## src/rtl/fp_pkg.sv

```systemverilog
// rtl/fp_pkg.sv - shared FP datapath widths, bias and normalizer state encoding
package fp_pkg;

  localparam int FP_EXP_W  = 8;
  localparam int FP_MANT_W = 24;
  localparam int EXP_BIAS  = 127;

  typedef enum logic [1:0] {
    IDLE  = 2'd0,
    SHIFT = 2'd1,
    DONE  = 2'd2
  } state_t;

endpackage

```

## src/rtl/controlled_dec.sv

```systemverilog
// rtl/controlled_dec.sv - enabled ripple-borrow exponent decrementer
module controlled_dec #(
  parameter int EXP_W = 8
) (
  input  logic             en,
  input  logic [EXP_W-1:0] exp_in,
  output logic [EXP_W-1:0] exp_out
);

  logic [EXP_W-1:0] borrow;

  assign borrow[0] = en;

  // Each stage is a half subtractor: difference = a ^ bin, bout = ~a & bin
  for (genvar i = 0; i < EXP_W; i++) begin : g_cell
    assign exp_out[i] = exp_in[i] ^ borrow[i];
    if (i < EXP_W - 1) begin : g_borrow
      assign borrow[i+1] = ~exp_in[i] & borrow[i];
    end
  end

endmodule

```

## src/rtl/fp_norm_shift_dec.sv

```systemverilog
// rtl/fp_norm_shift_dec.sv - iterative left-shift normalizer with exponent decrement
// Optional underflow flag output guarded by FP_NORM_UNDERFLOW_EN.
module fp_norm_shift_dec
  import fp_pkg::*;
#(
  parameter int EXP_W  = FP_EXP_W,
  parameter int MANT_W = FP_MANT_W
) (
  input  logic              clk,
  input  logic              rst,
  input  logic              in_valid,
  output logic              in_ready,
  input  logic [EXP_W-1:0]  in_exp,
  input  logic [MANT_W-1:0] in_mant,
  output logic              out_valid,
  input  logic              out_ready,
  output logic [EXP_W-1:0]  out_exp,
  output logic [MANT_W-1:0] out_mant,
`ifdef FP_NORM_UNDERFLOW_EN
  output logic              uflow,
`endif
  output logic              out_zero
);

  localparam logic [EXP_W-1:0] EXP_MIN = EXP_W'(1);

  state_t            state_q, state_d;
  logic [EXP_W-1:0]  exp_q, exp_d;
  logic [MANT_W-1:0] mant_q, mant_d;
  logic              zero_q, zero_d;
  logic [EXP_W-1:0]  exp_dec;
`ifdef FP_NORM_UNDERFLOW_EN
  logic              uflow_q, uflow_d;
`endif

  controlled_dec #(.EXP_W(EXP_W)) u_dec (
    .en      (state_q == SHIFT),
    .exp_in  (exp_q),
    .exp_out (exp_dec)
  );

  always_comb begin
    state_d = state_q;
    exp_d   = exp_q;
    mant_d  = mant_q;
    zero_d  = zero_q;
`ifdef FP_NORM_UNDERFLOW_EN
    uflow_d = uflow_q;
`endif
    case (state_q)
      IDLE: begin
        if (in_valid) begin
          exp_d   = in_exp;
          mant_d  = in_mant;
          zero_d  = 1'b0;
`ifdef FP_NORM_UNDERFLOW_EN
          uflow_d = 1'b0;
`endif
          if (in_mant == '0) begin
            exp_d   = '0;
            zero_d  = 1'b1;
            state_d = DONE;
          end else if (in_exp == '0) begin
            state_d = DONE;
          end else begin
            state_d = SHIFT;
          end
        end
      end
      SHIFT: begin
        if (mant_q[MANT_W-1]) begin
          state_d = DONE;
        end else if (exp_q == EXP_MIN) begin
          // Minimum exponent reached: become denormal rather than shift further
          exp_d   = '0;
`ifdef FP_NORM_UNDERFLOW_EN
          uflow_d = 1'b1;
`endif
          state_d = DONE;
        end else begin
          mant_d = {mant_q[MANT_W-2:0], 1'b0};
          exp_d  = exp_dec;
        end
      end
      DONE: begin
        if (out_ready) begin
          state_d = IDLE;
        end
      end
      default: state_d = IDLE;
    endcase
  end

  always_ff @(posedge clk) begin
    if (rst) begin
      state_q <= IDLE;
      exp_q   <= '0;
      mant_q  <= '0;
      zero_q  <= 1'b0;
`ifdef FP_NORM_UNDERFLOW_EN
      uflow_q <= 1'b0;
`endif
    end else begin
      state_q <= state_d;
      exp_q   <= exp_d;
      mant_q  <= mant_d;
      zero_q  <= zero_d;
`ifdef FP_NORM_UNDERFLOW_EN
      uflow_q <= uflow_d;
`endif
    end
  end

  assign in_ready  = (state_q == IDLE) && !rst;
  assign out_valid = (state_q == DONE);
  assign out_exp   = exp_q;
  assign out_mant  = mant_q;
  assign out_zero  = zero_q;
`ifdef FP_NORM_UNDERFLOW_EN
  assign uflow     = uflow_q;
`endif

endmodule

```

## config.mk

```make
export PLATFORM = sky130hd
export DESIGN_NAME = fp_norm_shift_dec
export DESIGN_NICKNAME = d
export VERILOG_FILES = /design/src/rtl/fp_pkg.sv /design/src/rtl/controlled_dec.sv /design/src/rtl/fp_norm_shift_dec.sv
export SDC_FILE = /design/constraint.sdc
export NUM_CORES = 1
export LEC_CHECK = 0
export CAP_MARGIN = 0
export CELL_PAD_IN_SITES_DETAIL_PLACEMENT = 0
export CELL_PAD_IN_SITES_GLOBAL_PLACEMENT = 1
export CORE_MARGIN = 2
export CORE_UTILIZATION = 31
export CTS_CLUSTER_DIAMETER = 150
export CTS_CLUSTER_SIZE = 16
export DETAILED_ROUTE_END_ITERATION = 6
export GPL_ROUTABILITY_DRIVEN = 0
export PLACE_DENSITY_LB_ADDON = 0.1
export SETUP_SLACK_MARGIN = 0.5
export SYNTH_ARGS = -nofsm -noshare
export SYNTH_HDL_FRONTEND = slang
export SYNTH_SLANG_ARGS = --single-unit
```

## constraint.sdc

```tcl
create_clock -name clk -period 3 [get_ports clk]
set_clock_uncertainty 0.05 [all_clocks]
set_input_delay 0.6 -clock clk [delete_from_list [all_inputs] [get_ports clk]]
set_output_delay 0.6 -clock clk [all_outputs]
set_load 0.05 [all_outputs]
```

==> results.json <==
{
  "status": "finished, final reports clean",
  "clock_sinks": 35,
  "first_iter_violations": 55,
  "drv_slew": 0,
  "whs_ps": 435,
  "htreeDepth": 2,
  "ys_seq_elements": 35,
  "setup_ws_ps": 635,
  "core_area_mm2": 0.00554,
  "setup_viol": 0,
  "layout_commonest_cell": "clkdlybuf4s50_1",
  "path_depth": 3,
  "num_antenna_cells": 0,
  "drv_cap": 0,
  "fin_crit_ps": 2370,
  "leakagePower_nw": 0.977,
  "clock_latency_ps": 290,
  "synthFlopType": "dfxtp_1",
  "relSlewSlack": 0.539,
  "route.detailed.drc": 0,
  "synth_fp_nets": 250,
  "grt_antenna_before_repair": 0,
  "hold_viol": 0,
  "whs_endpoint": "out_mant[2]",
  "critical_path_arrival_ps": 1720,
  "worstSetupPathType": "register to output pin",
  "rows": 27,
  "power_mw": 1.64,
  "synth.avg_cell_area_um2": 8.65,
  "die_area_mm2": 0.00640,
  "cp_max_fo": 9,
  "crit_path_start": "state_q[0]",
  "crit_path_top_delay_cell": "clkdlybuf4s50_1",
  "power_density_mw_per_mm2": 594,
  "irDropWorstVdd_uv": 244,
  "crit_path_max_incr_delay_ps": 810,
  "grt_max_degree": 37,
  "grt_pass1_wl_mm": 8.63,
  "clockBufferDepth": 2,
  "final_nets": 326,
  "reg2reg_slack_ps": 680,
  "vias_per_cell": 5.31,
  "grt.overflow.total": 0,
  "syn_area_mm2": 0.00179,
  "rr_worst_depth": 11,
  "io_buffers": 70,
  "synth_edf_count": 0,
  "worstSetupStartpointType": "register",
  "fmax_ghz": 0.423,
  "rsz0062_at_grt": "no",
  "final_cell_mix": "69 x clkdlybuf4s50_1, 33 x dfxtp_1, 25 x a21oi_1",
  "finalCoreUtilization": 0.499,
  "hold_depth": 2,
  "cp-end-kind": "output pin",
  "critPathTopFamily": "buffers and inverters",
  "synthArstFlopShare": 0,
  "path_cells": "buf_4 -> nor2b_1 -> clkdlybuf4s50_1",
  "numCtsBuffers": 5,
  "worstHoldStart": "out_mant[2]",
  "cts_tree": "done",
  "clk_pin_slew_ps": 70,
  "die_y_um": 80,
  "cts_root_buffer": "clkbuf_8",
  "drt_first_pass_iters": 4,
  "required_ps": 2350,
  "hp-class": "register to register",
  "synth-seq-area-share": 0.391,
  "grt_use_total": 0.172,
  "first_global_vias": 1808,
  "die_x_um": 80,
  "r2r_end": "out_exp[6]",
  "num_vias": 1890,
  "start_util": 0.323,
  "setup_tns_ps": 0,
  "io_pins": 71,
  "period_share": 0.788,
  "drive_above_1_share": 0.127,
  "pre_cts_slack_ps": 463,
  "ant_nets": 0,
  "tightest_slew_ps": 691,
  "synthDistinctLibCells": 35,
  "synthCells": 207,
  "drt-wirelength-per-cell_um": 15.7,
  "yosysWarnings": 0,
  "worst-path-buf-inv": 2,
  "syn2layout_area_growth_pct": 54.4,
  "reg2reg_from": "state_q[1]",
  "place_hpwl_mm": 3.93,
  "wirelength_mm": 5.60
}
==> cell type report <==
class | instances | area [µm²]
Multi-Input combinational cell | 147 | 997
Sequential cell | 35 | 703
Tap cell | 72 | 90.1
Inverter | 9 | 33.8
Clock buffer | 6 | 82.6
Timing Repair Buffer | 85 | 823
Clock inverter | 2 | 35.0
Fill cell | 563 | 2780
==> synthesized netlist by cell type (4+ instances only) <==
| library cell | count | area [µm²] |
|---|---|---|
| a22oi_1 | 22 | 165 |
| o211ai_1 | 8 | 60.1 |
| clkbuf_1 | 6 | 22.5 |
| nand3_1 | 23 | 115 |
| o21a_1 | 7 | 52.6 |
| a211oi_1 | 8 | 60.1 |
| inv_1 | 9 | 33.8 |
| nand2_1 | 4 | 15.0 |
| a21oi_1 | 25 | 125 |
| buf_2 | 7 | 35.0 |
| nor4_1 | 7 | 43.8 |
| dfxtp_1 | 35 | 701 |
| ha_1 | 7 | 87.6 |
| nor2_1 | 10 | 37.5 |
==> state kept, by name (all words and copies together), names as in the netlist <==
signal    cells
out_exp       8
out_mant     24
out_zero      1
state_q       2
==> worst register-to-register path, delay by kind of cell (launching register included) <==
family                   cells  cell delay (ps)
AO/OA/AOI/OAI                2              370
adder cells (fa/ha/maj)      7             1340
buffers and inverters        1               40
flip-flops                   1              330
AND/OR/NAND/NOR              1              120
==> cells by family (layout without fill, tap and decap cells) <==
logic type | after synthesis | count (layout) | share of synthesized area
XOR/XNOR | 1 | 1 | 0.00489
AO/OA/AOI/OAI | 82 | 82 | 0.316
flip-flops | 35 | 35 | 0.391
buffers and inverters | 25 | 102 | 0.0615
AND/OR/NAND/NOR | 57 | 57 | 0.177
adder cells (fa/ha/maj) | 7 | 7 | 0.0489
==> layer usage <==
metal	global-route usage	vias up	share of wire
met5	0	-	0
met4	0.0610	0	0.010
met3	0.0373	6	0.055
met2	0.292	54	0.48
met1	0.213	889	0.45
li1	-	941	-
==> where the power goes <==
part | internal (mW) | switching, mW | total [mW]
Sequential | 0.517 | 0.0488 | 0.566
Combinational | 0.248 | 0.382 | 0.630
Clock | 0.269 | 0.178 | 0.447
Total | 1.03 | 0.609 | 1.64
==> worst max-delay path by stage <==
stage / endpoint / slack (ps)
finish: out_valid / 630
floorplan: out_exp[6] / 490
global route: out_valid / 530
global placement: state_q[1] / 520
detailed placement: state_q[1] / 460
CTS: out_exp[7] / 560
==> stage by stage <==
step | instances | cell area, µm²
6_report | 356 | 2770
5_1_grt | 356 | 2770
4_1_cts | 350 | 2720
3_5_place_dp | 342 | 2600
3_3_place_gp | 342 | 2600
2_1_floorplan | 207 | 1810
==> timing repair <==
item | 4_1_cts | 5_1_grt
endpoints found under the setup margin | 0 | 2
hold buffers | 0 | 0
resized for setup | 0 | 1
buffers inserted | 0 | 6
Note: power is estimated with default switching activity, not from simulation.
